--- src/rtl/rc2014_mem_window.sv ---
// RC2014 bus memory window: decodes a 2^ADDR_BITS window at BASE_ADDR and serves it from a sync memory port.
// Define ACCESS_COUNT_EN to add read/write access counters and a sticky write-protect violation flag.
module rc2014_mem_window #(
  parameter logic [15:0] BASE_ADDR        = 16'h0000,
  parameter int          ADDR_BITS        = 13,
  parameter bit          WRITABLE         = 1'b0,
  parameter int          SYNC_STAGES      = 2,
  parameter int          LED_STRETCH_BITS = 24
) (
  input  logic                 CLK,
  input  logic                 RST,
  input  logic [15:0]          A,
  input  logic [7:0]           D_IN,
  output logic [7:0]           D_OUT,
  output logic                 DATA_DIR,
  input  logic                 MRQ,
  input  logic                 RD,
  input  logic                 WR,
  input  logic                 BUT1,
  output logic                 LED1,
  output logic [ADDR_BITS-1:0] mem_addr,
  output logic                 mem_re,
  input  logic [7:0]           mem_rdata,
  output logic                 mem_we,
  output logic [7:0]           mem_wdata
`ifdef ACCESS_COUNT_EN
  ,
  output logic [15:0]          read_count,
  output logic [15:0]          write_count,
  output logic                 wp_violation
`endif
);

  localparam int SYNC_W = 28;
  // Chain word layout: {BUT1, WR, RD, MRQ, D_IN, A}; idle has all strobes released.
  localparam logic [SYNC_W-1:0] SYNC_IDLE = {4'hF, 24'h000000};

  typedef enum logic [1:0] {IDLE, READ, WRITE, DONE} state_t;

  logic [SYNC_W-1:0]           sync_q [SYNC_STAGES];
  logic [SYNC_W-1:0]           sync_d [SYNC_STAGES];
  state_t                      state_q, state_d;
  logic [7:0]                  dout_q, dout_d;
  logic                        dir_q, dir_d;
  logic [ADDR_BITS-1:0]        maddr_q, maddr_d;
  logic                        re_q, re_d;
  logic                        we_q, we_d;
  logic [7:0]                  wdata_q, wdata_d;
  logic [LED_STRETCH_BITS-1:0] led_q, led_d;
  logic                        rd_entry, wr_entry;

  logic [15:0] a_s;
  logic [7:0]  d_s;
  logic        mrq_s, rd_s, wr_s, but_s, hit;

  assign a_s   = sync_q[SYNC_STAGES-1][15:0];
  assign d_s   = sync_q[SYNC_STAGES-1][23:16];
  assign mrq_s = sync_q[SYNC_STAGES-1][24];
  assign rd_s  = sync_q[SYNC_STAGES-1][25];
  assign wr_s  = sync_q[SYNC_STAGES-1][26];
  assign but_s = sync_q[SYNC_STAGES-1][27];
  assign hit   = (a_s[15:ADDR_BITS] == BASE_ADDR[15:ADDR_BITS]) && !mrq_s;

  always_comb begin
    sync_d[0] = {BUT1, WR, RD, MRQ, D_IN, A};
    for (int i = 1; i < SYNC_STAGES; i++) begin
      sync_d[i] = sync_q[i-1];
    end
  end

  always_comb begin
    state_d  = state_q;
    dout_d   = dout_q;
    dir_d    = dir_q;
    maddr_d  = maddr_q;
    re_d     = 1'b0;
    we_d     = 1'b0;
    wdata_d  = wdata_q;
    rd_entry = 1'b0;
    wr_entry = 1'b0;
    case (state_q)
      IDLE: begin
        dir_d = 1'b0;
        if (hit && !rd_s && wr_s) begin
          state_d  = READ;
          maddr_d  = a_s[ADDR_BITS-1:0];
          re_d     = 1'b1;
          rd_entry = 1'b1;
        end else if (hit && !wr_s && rd_s && WRITABLE) begin
          state_d  = WRITE;
          maddr_d  = a_s[ADDR_BITS-1:0];
          wdata_d  = d_s;
          wr_entry = 1'b1;
        end
      end
      READ: begin
        // Keep refreshing D_OUT so the pad follows the memory once its read latency settles.
        if (rd_s || mrq_s) begin
          dir_d   = 1'b0;
          state_d = IDLE;
        end else begin
          dir_d  = 1'b1;
          dout_d = mem_rdata;
        end
      end
      WRITE: begin
        if (wr_s || mrq_s) begin
          we_d    = 1'b1;
          state_d = DONE;
        end else begin
          wdata_d = d_s;
        end
      end
      DONE: begin
        // Hold here until both strobes release so a lingering WR cannot retrigger a write.
        if (wr_s && rd_s) begin
          state_d = IDLE;
        end
      end
      default: state_d = IDLE;
    endcase
  end

  always_comb begin
    led_d = led_q;
    if (rd_entry || wr_entry || !but_s) begin
      led_d = '1;
    end else if (led_q != '0) begin
      led_d = led_q - LED_STRETCH_BITS'(1);
    end
  end

  always_ff @(posedge CLK or posedge RST) begin
    if (RST) begin
      for (int i = 0; i < SYNC_STAGES; i++) begin
        sync_q[i] <= SYNC_IDLE;
      end
      state_q <= IDLE;
      dout_q  <= '0;
      dir_q   <= 1'b0;
      maddr_q <= '0;
      re_q    <= 1'b0;
      we_q    <= 1'b0;
      wdata_q <= '0;
      led_q   <= '0;
    end else begin
      sync_q  <= sync_d;
      state_q <= state_d;
      dout_q  <= dout_d;
      dir_q   <= dir_d;
      maddr_q <= maddr_d;
      re_q    <= re_d;
      we_q    <= we_d;
      wdata_q <= wdata_d;
      led_q   <= led_d;
    end
  end

  assign D_OUT     = dout_q;
  assign DATA_DIR  = dir_q;
  assign mem_addr  = maddr_q;
  assign mem_re    = re_q;
  assign mem_we    = we_q;
  assign mem_wdata = wdata_q;
  assign LED1      = (led_q != '0);

`ifdef ACCESS_COUNT_EN
  logic [15:0] rcnt_q, rcnt_d, wcnt_q, wcnt_d;
  logic        wp_q, wp_d, wp_hit;

  assign wp_hit = (state_q == IDLE) && hit && !wr_s && rd_s && !WRITABLE;

  always_comb begin
    rcnt_d = rcnt_q;
    wcnt_d = wcnt_q;
    wp_d   = wp_q | wp_hit;
    if (rd_entry && (rcnt_q != 16'hFFFF)) begin
      rcnt_d = rcnt_q + 16'd1;
    end
    if (wr_entry && (wcnt_q != 16'hFFFF)) begin
      wcnt_d = wcnt_q + 16'd1;
    end
  end

  always_ff @(posedge CLK or posedge RST) begin
    if (RST) begin
      rcnt_q <= '0;
      wcnt_q <= '0;
      wp_q   <= 1'b0;
    end else begin
      rcnt_q <= rcnt_d;
      wcnt_q <= wcnt_d;
      wp_q   <= wp_d;
    end
  end

  assign read_count   = rcnt_q;
  assign write_count  = wcnt_q;
  assign wp_violation = wp_q;
`endif

endmodule

--- config.mk ---
export PLATFORM = sky130hd
export DESIGN_NAME = rc2014_mem_window
export DESIGN_NICKNAME = d
export VERILOG_FILES = /design/src/rtl/rc2014_mem_window.sv
export SDC_FILE = /design/constraint.sdc
export NUM_CORES = 1
export LEC_CHECK = 0
export ABC_AREA = 1
export CORE_MARGIN = 1.5
export CORE_UTILIZATION = 53
export CTS_CLUSTER_DIAMETER = 120
export DETAILED_ROUTE_END_ITERATION = 6
export PLACE_DENSITY = 0.77
export SKIP_LAST_GASP = 1
export SYNTH_ARGS = -nofsm -noshare
export SYNTH_HDL_FRONTEND = slang
export SYNTH_SLANG_ARGS = --single-unit
--- constraint.sdc ---
create_clock -name CLK -period 4.75 [get_ports CLK]
set_input_delay 0.7125 -clock CLK [delete_from_list [all_inputs] [get_ports CLK]]
set_output_delay 0.7125 -clock CLK [all_outputs]
set_load 0.005 [all_outputs]
==> results of run 1 <==
==> cells by family (layout without fill, tap and decap cells) <==
family / after synthesis / count (layout)
compound gates: 21 / 21
simple gates: 235 / 235
mux: 8 / 8
buf+inv: 41 / 139
flops: 114 / 114
fa+ha+maj: 2 / 2
==> cell type report <==
type,instances,area (um^2)
sequential,114,2860
inverter,35,134
multi-input combinational,266,1360
fill,573,2330
clock inverter,12,181
clock buffer,20,425
timing repair buffer,72,716
tap,105,131
==> placed cells by master (no fill, tap or decap), drive strengths merged, types with 11 or more instances in the layout <==
| master | count |
|---|---|
| a21oi | 14 |
| clkbuf | 20 |
| nor2 | 68 |
| inv | 36 |
| nand2 | 125 |
| nand3 | 23 |
| dfrtp | 106 |
| clkdlybuf4s50 | 70 |
| nand4 | 11 |
==> where the power goes <==
part / internal [mW] / switching, mW
registers: 1.07 / 0.0429
clock network: 0.855 / 0.435
logic: 0.179 / 0.103
total: 2.10 / 0.581
==> worst max-delay path, delay by kind of cell (launching register included) <==
kind | cells | cell delay [ps]
buf+inv | 3 | 760
flops | 1 | 360
simple gates | 4 | 560
fa+ha+maj | 1 | 180
==> sequential cells by signal, indices dropped and copies added, names as in the netlist, 2 cells and up <==
signal	flops
state_q	2
a_s	16
mem_addr	13
D_OUT	8
led_q	24
d_s	8
sync_d	28
mem_wdata	8
==> per-stage QoR <==
stage / hold WS (ps) / std cells / total power [mW] / utilization [%] / setup slack [ps]
final: 344 / 624 / 2.68 / 71.4 / 1690
after global routing: 353 / 624 / 2.79 / 71.4 / 1510
after CTS: 345 / 624 / 2.70 / 71.4 / 1660
after detailed placement: 335 / 592 / 1.41 / 63.9 / 2210
after global placement: 331 / 592 / 1.40 / 63.9 / 2250
after floorplan: 331 / 421 / 1.23 / - / 1040
==> how the worst max path moves through the flow <==
stage                          from              endpoint  slack, ps  cells after the start
6_report       led_q[0]$_DFFE_PP0P_                  LED1       1690                      8
5_1_grt        led_q[0]$_DFFE_PP0P_                  LED1       1510                      8
4_1_cts        led_q[0]$_DFFE_PP0P_                  LED1       1660                      8
3_5_place_dp   led_q[0]$_DFFE_PP0P_                  LED1       2210                      8
3_3_place_gp   led_q[0]$_DFFE_PP0P_                  LED1       2250                      8
2_1_floorplan                   RST  DATA_DIR$_DFFE_PP0P_       1040                      1
==> layer usage <==
metal	GRT usage, %	share of wire, %	vias up
met5	0	0	-
met4	6.59	0.84	0
met3	5.83	5.2	8
met2	37.1	50	99
met1	27.1	44	1551
li1	-	-	1506
==> metrics, run 1 <==
Final Critical Period 3060 ps; post-route ant nets 0; Synth Area in XOR/XNOR 0%; worst hold start sync_d[0]$_DFF_PP0_; Resize count post-CTS 0; final setup TNS 0 ps; pwr dens 462 nW/um^2; DR vias approximately 3200; Synth-to-Final Area Change 32.0%; critical path required time 4040 ps; initial antenna violation count 0; Yosys cell types 29; Synth async-reset ratio 100%; Worst setup EP type primary output; RSZ-0062 raised after global routing no; Final Hold Fails 0; drt drc 0; die width 94.1 um; synth cell count leaders nand2_1 (118), dfrtp_1 (106), nor2_1 (42); Cells after Synth 421; R2R Setup Slk about 2500 ps; first-pass GRT wire length 14.5 mm; largest family of logic cells by synthesized area simple AND/OR/NAND/NOR gates; Slew @ Worst Pin 767 ps; die area 8860 um^2; worst-path cell chain inv_1 > ha_1 > inv_1 > nor2_1 > nand2_1 > nor2_1 > nand3_2 > clkdlybuf4s50_1; mux cell area share after synthesis slightly above 2%; Initial DRC Count 190; CTS clk-pin slew, worst paths ~60 ps; I/O Buffers 70; R2R depth 6; f_max 0.327 GHz; Crit path largest cell delay roughly 540 ps; CORE AREA between 8000 and 9000 um^2; clock sink count approximately 110; fraction of layout cells with a size suffix above 1 18.5%; worst-skew pair later-pin latency approximately 500 ps; r2r startpoint sync_q[26]$_DFF_PP1_; cts hold-fix bufs 0; post-DP HPWL about 5.7 mm; Post-CTS Setup Bufs 0; Clock H-tree levels 4; vias in the first global route roughly 3100; syn avg cell area approximately 10 um^2; Synth warnings 0; top-count cell post-synth nand2_1; CTS tree done; Mapped Nets approximately 460; WP data arrival 2350 ps; CP max FO 12; status completed; largest buffer count on any clock path 2; Crit-path slowest cell clkdlybuf4s50_1; Pins Over Slew Limit 0; final WL ~8.6 mm; VDD IR max 0.000328 V; Synth area leader dfrtp_1; Synth top area share between 60 and 70%; Worst Hold Class register to register; drt pass-1 iters 4; fin nets around 550; Hold Path Stages 0; Final Wtd Congestion roughly 0.88; Max-Cap Viols 0; CTS Buf Count 17; Post-synth EDFFs 0; critical path type register to primary output; Hold EP a_s[0]$_DFF_PP0_; max_slew headroom between 40% and 50%; drt wl/cell about 14 um; Mapped Area 4400 um^2; Main synth FF type dfrtp_1; Antenna Cells 0; largest net degree at the start of global routing 56; Setup Viol. Count Final 0; Worst setup SP type register; fin crit share roughly 64%; Pleak approximately 2.5 nW; Via density between 5 and 6; clk root buf clkbuf_8; number of register bits inferred by synthesis around 110; Synth Area in Compound Gates about 2.4%; Initial Utilization between 50% and 60%; row count 33; sequential share of the synthesized area approximately two thirds; Adder-Cell Fraction of Synth Area 0.569%; Die Height 94.1 um; top area cells in the synthesized netlist dfrtp_1 (60%), nand2_1 (10%), dfstp_2 (4.8%), nor2_1 (3.6%), nor2_2 (2.8%); Final Cell Area 5810 um^2; gr usage total a little over a fifth; Simple-Gate Fraction of Synth Area between 20% and 30%; worst clock skew between 9 and 10 ps; Worst R2R End led_q[6]$_DFFE_PP0P_; GRT overflow 0; DP Area 5200 um^2; Ports approximately 70
(Power assumes the default switching activity.)
==> run 2, diff against run 1 <==
--- a/config.mk
+++ b/config.mk
@@ -7,10 +7,10 @@
 export LEC_CHECK = 0
 export ABC_AREA = 1
 export CORE_MARGIN = 1.5
-export CORE_UTILIZATION = 53
+export CORE_UTILIZATION = 48
 export CTS_CLUSTER_DIAMETER = 120
 export DETAILED_ROUTE_END_ITERATION = 6
-export PLACE_DENSITY = 0.77
+export PLACE_DENSITY = 0.74
 export SKIP_LAST_GASP = 1
 export SYNTH_ARGS = -nofsm -noshare
 export SYNTH_HDL_FRONTEND = slang
==> constraint.sdc (replaced) <==
create_clock -name CLK -period 2.8 [get_ports CLK]
set_input_delay 0.42 -clock CLK [delete_from_list [all_inputs] [get_ports CLK]]
set_output_delay 0.42 -clock CLK [all_outputs]
set_load 0.005 [all_outputs]
==> metrics, run 2 (same netlist as run 1, synthesis figures left out) <==
status finished, violations left; failing checks DRC; first-pass GRT wire length 15.4 mm; f_max around 0.4 GHz; max_slew headroom between 60% and 70%; part of the power in registers just over 40%; Setup Viol. Count Final 0; Max-Cap Viols 0; Via density ~4.9; WP buf/inv 3; die area 9750 um^2; fraction of layout cells with a size suffix above 1 19.4%; pwr dens roughly 780 nW/um^2; VDD IR max approximately 0.00049 V; Crit-path slowest cell clkdlybuf4s50_1; Die Height between 90 and 100 um; Pleak approximately 2.5 nW; WP data arrival approximately 2100 ps; FILL cells ~670; vias in the first global route about 3300; Crit path largest cell delay roughly 450 ps; Synth-to-Final Area Change 32.8%; cell family with most CP delay buffers and inverters; design internal power 3.53 mW; Worst Hold Class input port to register; row count 34; fin crit share between 80 and 90%; post-route ant nets 0; final WL ~9.1 mm; post-DP HPWL a little under 6 mm; CP max FO 6; Worst setup EP type primary output; Clock H-tree levels 4; GRT overflow 0; CTS tree done; Largest register FFs 28; combinational power share between 10% and 20%; Initial Utilization between 40% and 50%; Worst setup SP type register; DR vias just over 3000; die width 98.7 um; critical path type register to primary output; commonest non-fill, non-tap cell in the layout nand2_1; worst-skew pair later-pin latency just over 500 ps; final setup TNS 0 ps; CTS Buf Count 17; Resize count post-CTS 0; Slew @ Worst Pin around 580 ps; Final Wtd Congestion just under 0.9; initial antenna violation count 0; P_sw 1.04 mW; post-route setup slack 292 ps; worst-path cell chain inv_1 > ha_1 > inv_1 > nor2_1 > nand2_1 > nor2_1 > nand3_2 > clkdlybuf4s50_1; worst hold slack approximately 310 ps; Antenna Cells 0; drt pass-1 iters 7; largest buffer count on any clock path 2; most frequent cells in the layout nand2_1 (118), dfrtp_1 (106), clkdlybuf4s50_1 (70); clock share of power 48.2%; gr usage total approximately 21%; worst slack at placement between 800 and 900 ps; clock sink count 114; critical path required time about 2400 ps; Final Critical Period around 2500 ps; CTS clk-pin slew, worst paths roughly 60 ps; I/O Buffers 70; Pins Over Slew Limit 0; CORE AREA slightly below 9000 um^2; largest net degree at the start of global routing between 100 and 150; Initial DRC Count 163; Post-CTS Setup Bufs 0; clk root buf clkbuf_8; Sw Share a little under a quarter; drt drc 5; Final Hold Fails 0; cts hold-fix bufs 0; Ports between 70 and 80; worst clock skew roughly 8.1 ps; drt wl/cell 14.4 um; RSZ-0062 raised after global routing no; fin nets roughly 550
==> run 2: cell types whose count changed in the layout (fill, tap and decap cells not counted), sizes merged <==
cell | before | now
bufinv | 4 | 3
clkinv | 6 | 1
buf | 2 | 4
inv | 36 | 38
clkinvlp | 1 | 6
clkbuf | 20 | 19
==> run 2: final timing paths <==
check | start | slack, ps | cells past startpoint | to
hold reg to reg | sync_d[1]$_DFF_PP0_ | 350 | 0 | a_s[1]$_DFF_PP0_
setup / recovery | led_q[0]$_DFFE_PP0P_ | 290 | 8 | LED1
min in group asynchronous | RST | 440 | 3 | sync_d[21]$_DFF_PP0_
setup reg to reg | sync_q[26]$_DFF_PP1_ | 990 | 8 | led_q[3]$_DFFE_PP0P_
hold / removal | BUT1 | 310 | 1 | sync_d[27]$_DFF_PP1_
max in group asynchronous | RST | 1930 | 3 | a_s[2]$_DFF_PP0_
==> run 2: power groups by stage <==
stage	Combinational, mW	Clock, mW	Sequential [mW]
after CTS	0.498	2.25	1.88
after global routing	0.530	2.33	1.90
final	0.490	2.20	1.88
after detailed placement	0.490	0	1.91
after global placement	0.474	0	1.90
after floorplan	0.175	0	1.91
==> run 2: metrics by stage <==
| step | std cells | utilization [%] | power (mW) | instance area, um^2 |
|---|---|---|---|---|
| 4_1_cts | 629 | 66.4 | 4.63 | 5850 |
| 3_3_place_gp | 597 | 59.4 | 2.37 | 5230 |
| 3_5_place_dp | 597 | 59.4 | 2.40 | 5230 |
| 6_report | 629 | 66.4 | 4.57 | 5850 |
| 5_1_grt | 629 | 66.4 | 4.76 | 5850 |
| 2_1_floorplan | 421 | - | 2.09 | 4400 |
==> run 2: layout make-up <==
type / instances / area (um^2) / area share (%)
flip-flops and latches: 114 / 2860 / 49.0
repair buffers: 74 / 743 / 12.7
inverters: 35 / 135 / 2.31
multi-input cells: 266 / 1360 / 23.2
well taps: 108 / 135 / 2.31
clock inverters: 13 / 171 / 2.93
clock buffers: 19 / 442 / 7.56
==> run 2: worst reg2reg max path: cells and delay by family, from the launching register on <==
family        cells  cell delay [ps]
buf+inv           3              530
flops             1              530
simple gates      5              690
==> run 2: per-layer routing <==
metal / up-vias / track usage [%] / share of wire, %
met5: - / 0 / 0
met4: 0 / 9.01 / 1.8
met3: 13 / 5.18 / 3.5
met2: 70 / 35.8 / 53
met1: 1519 / 24.8 / 42
li1: 1509 / - / -
